## src/rtl/ander_unit.sv

```systemverilog
// ander_unit: bitwise AND with combinational output and registered result, zero/ones flags and popcount
module ander_unit #(
    parameter int SIZE = 8,
    localparam int CW = $clog2(SIZE + 1)
) (
    input  logic            clk,
    input  logic            rst,
    input  logic [SIZE-1:0] in1,
    input  logic [SIZE-1:0] in2,
    input  logic            in_valid,
    output logic [SIZE-1:0] out,
    output logic [SIZE-1:0] out_q,
    output logic            out_valid,
    output logic            zero_q,
    output logic            ones_q,
    output logic [CW-1:0]   popcnt_q
);
    logic          valid_q;
    logic          zero_d;
    logic          ones_d;
    logic [CW-1:0] popcnt_d;
    assign out       = in1 & in2;
    assign out_valid = valid_q;
    assign zero_d    = (out == '0);
    assign ones_d    = &out;
    always_comb begin
        popcnt_d = '0;
        for (int i = 0; i < SIZE; i++) popcnt_d = popcnt_d + CW'(out[i]);
    end
    always_ff @(posedge clk) begin
        if (rst) begin
            out_q    <= '0;
            valid_q  <= 1'b0;
            zero_q   <= 1'b0;
            ones_q   <= 1'b0;
            popcnt_q <= '0;
        end else begin
            valid_q <= in_valid;
            if (in_valid) begin
                out_q    <= out;
                zero_q   <= zero_d;
                ones_q   <= ones_d;
                popcnt_q <= popcnt_d;
            end
        end
    end
endmodule

```

## config.mk

```make
export PLATFORM = sky130hd
export DESIGN_NAME = ander_unit
export DESIGN_NICKNAME = d
export VERILOG_FILES = /design/src/rtl/ander_unit.sv
export SDC_FILE = /design/constraint.sdc
export NUM_CORES = 1
export LEC_CHECK = 0
export CAP_MARGIN = 20
export CORE_MARGIN = 1.5
export CORE_UTILIZATION = 41
export DETAILED_ROUTE_END_ITERATION = 16
export PLACE_DENSITY = 0.86
export SETUP_SLACK_MARGIN = 0.1
export SLEW_MARGIN = 20
export SYNTH_ARGS = -nofsm -noshare
export SYNTH_HDL_FRONTEND = slang
export SYNTH_SLANG_ARGS = --single-unit
```

## constraint.sdc

```tcl
create_clock -name clk -period 8.26 [get_ports clk]
set_input_delay 1.239 -clock clk [delete_from_list [all_inputs] [get_ports clk]]
set_output_delay 1.239 -clock clk [all_outputs]
set_load 0.05 [all_outputs]
```

==> results.yml <==
status:
  status: "finished, final reports clean"
detailed_routing:
  drc_errors: 0
  dr.pass1.iters: 2
  wire_per_inst_um: 11.8
  vias: 723
  drt_iter0_drc: 1
  drt-vias-per-instance: 4.66
  wirelength_um: 1830
  ant_nets: 0
placed_design:
  numPortBuffers: 41
  gp_congestion: 0.742
  dp_hpwl_um: 1500
  placed_area_mm2: 0.00121
  place_inst: 151
global_route:
  overflow: 0
  grt_max_degree: 19
  grt_pass1_wl_um: 2950
  antenna_found_initial: 0
  grt_pass1_vias: 716
  grt_use_total_pct: 19.7
critical_path:
  cp_max_fo: 4
  critPathKind: "primary input to flop"
  cp_slowest_cell: "fa_1"
  crit_required_ns: 8.41
  crit_chain: "clkdlybuf4s50_1 -> nand2_1 -> inv_1 -> fa_1 -> inv_1 -> fa_1 -> fa_1 -> inv_1 -> ha_1 -> inv_1 -> fa_1 -> xnor2_1 -> mux2i_1 -> nor2_1"
  arrival_ns: 4.27
  crit_family: "adder cells"
  crit_buf_inv: 5
  cp-start-kind: "primary input"
  endpoint_kind: "flop"
  critPathMaxStageDelay_ns: 0.54
power_and_ir_drop:
  pwr-share-clk_pct: 22.0
  p_total_uw: 189
  p_per_area_mw_per_mm2: 153
  p_sw_uw: 65.3
  intPower_uw: 123
  p_leak_nw: 0.566
  comb_power_share_pct: 36.5
  vdd_ir_drop_max_v: 0.000104
  swShare_pct: 34.7
  pwr-share-seq_pct: 41.4
synth:
  synth_seq_cells: 15
  synthCells: 88
  ys_seq_area_share_pct: 38.4
  yosysWarnings: 0
  synthesis.area_um2: 782
  syn_nets: 116
  ys_types: 21
  syn_area_per_cell_um2: 8.89
clocking:
  clk_latency_ns: 0.27
  path_clk_slew_ns: 0.08
  cts_buffers: 3
  cts_resized: 0
  clock_sinks: 15
  ctsHtreeMaxLevel: 1
  clockBufferDepth: 2
  cts_tree: "yes"
  cts_setup_buffers: 0
  cts_root_buffer: "clkbuf_4"
  cts.hold.buffers_added: 0
timing:
  fmax_mhz: 243
  rsz0062_at_grt: "false"
  tightest_slew_ns: 0.769
  finalSetupTns_ns: 0
  hold_violations: 0
  period_needed_ns: 4.12
  setup_viol: 0
  timing.final.crit_share_pct: 49.9
  drv_slew: 0
  slew_headroom_pct: 48.6
  skew_ns: 0
final_layout:
  diodes: 0
  final_cell_area_mm2: 0.00124
  n_fill_cell: 152
  drive_gt1_share_pct: 3.08
  area_delta_synth_final_pct: 58.1
  fin_util_pct: 70.1
  layout.nets: 159
  instances_no_fill: 155
die:
  core_area_mm2: 0.00176
  start_util_pct: 44.3
  ios: 42
  chipWidth_um: 46.7
  num_rows: 15
  die-area_mm2: 0.00218
  dieHeight_um: 46.7
job:
  max_cap_viol_count: 0
hold_path:
  hold_path_class: "flop to flop"
-- power groups by stage --
stage	registers (mW)	logic, mW	clock network (mW)
after floorplan	0.0932	0.0301	0
after global placement	0.0796	0.0679	0
after detailed placement	0.0798	0.0693	0
after CTS	0.0782	0.0696	0.0433
after global routing	0.0789	0.0747	0.0468
final	0.0781	0.0689	0.0415
-- Yosys cell counts (all sizes together) --
master,instances,area (um2)
xnor2,1,8.76
a211oi,1,7.51
a21oi,3,15.0
or4,1,7.51
clkbuf,1,3.75
nor2b,1,6.26
a21o,1,7.51
nand2b,3,18.8
mux2i,8,80.1
nand4,3,18.8
inv,14,52.6
nor2,10,37.5
fa,4,80.1
nand2,10,40.0
o21ai,2,10.0
nand3,3,15.0
buf,2,10.0
ha,5,62.6
dfxtp,15,300
-- metrics by stage --
| step | worst slack, ns | hold slack [ns] |
|---|---|---|
| floorplan | 4.15 | 0.658 |
| global placement | 3.90 | 0.445 |
| detailed placement | 3.82 | 0.458 |
| CTS | 4.13 | 0.478 |
| global route | 3.91 | 0.490 |
| finish | 4.14 | 0.467 |
-- flip-flops by register name, summed over array words and instances, names as in the netlist --
signal,count
out_valid,1
ones_q,1
popcnt_q,4
zero_q,1
out_q,8
-- final cells by class --
type / instances / area (um2) / share of cell area, %
clock buffer: 4 / 26.3 / 2.13
multi-input combinational: 56 / 415 / 33.6
sequential: 15 / 300 / 24.3
tap: 25 / 31.3 / 2.53
timing repair buffer: 41 / 410 / 33.2
inverter: 14 / 52.6 / 4.25
-- metal layers --
metal | GRT usage [%] | share of wire [%] | routed length, um
met5 | 0 | 0 | 0
met4 | 8.33 | 1.7 | 31
met3 | 5.49 | 8.2 | 150
met2 | 35.6 | 49 | 902
met1 | 21.2 | 41 | 745
-- cell families (layout without fill, tap and decap cells) --
kind of cell    after synthesis  count (layout)  share of synthesized area (%)
simple gates                 31              31                           18.4
buf+inv                      17              59                           8.48
flops                        15              15                           38.4
fa+ha+maj                     9               9                           18.2
mux                           8               8                           10.2
compound gates                7               7                           5.12
xor+xnor                      1               1                           1.12
-- cell usage in the layout (no fill, tap or decap), drive strengths merged --
cell type and instances:
a21oi 3, nor2b 1, nand2 10, dfxtp 15, nor2 10, o21ai 2
a21o 1, ha 5, inv 14, nand4 3, nand3 3, or4 1
nand2b 3, fa 4, clkdlybuf4s50 41, clkbuf 4, a211oi 1, mux2i 8
xnor2 1
-- path summary, 6_finish.rpt --
path	endpoint	depth (start not counted)	start	slack (ns)
worst max-delay path	popcnt_q[2]	14	in1[0]	4.14
worst min-delay path	ones_q	2	ones_q	0.47
worst max register to register	popcnt_q[1]	2	popcnt_q[1]	7.62
worst min register to register	ones_q	2	ones_q	0.47
-- worst reg2reg max path, cell delays in order (launching register included) --
cell,delay [ns]
dfxtp_1,0.34
nor2_1,0.04
a211oi_1,0.17
Note: power is estimated with default switching activity, not from simulation.
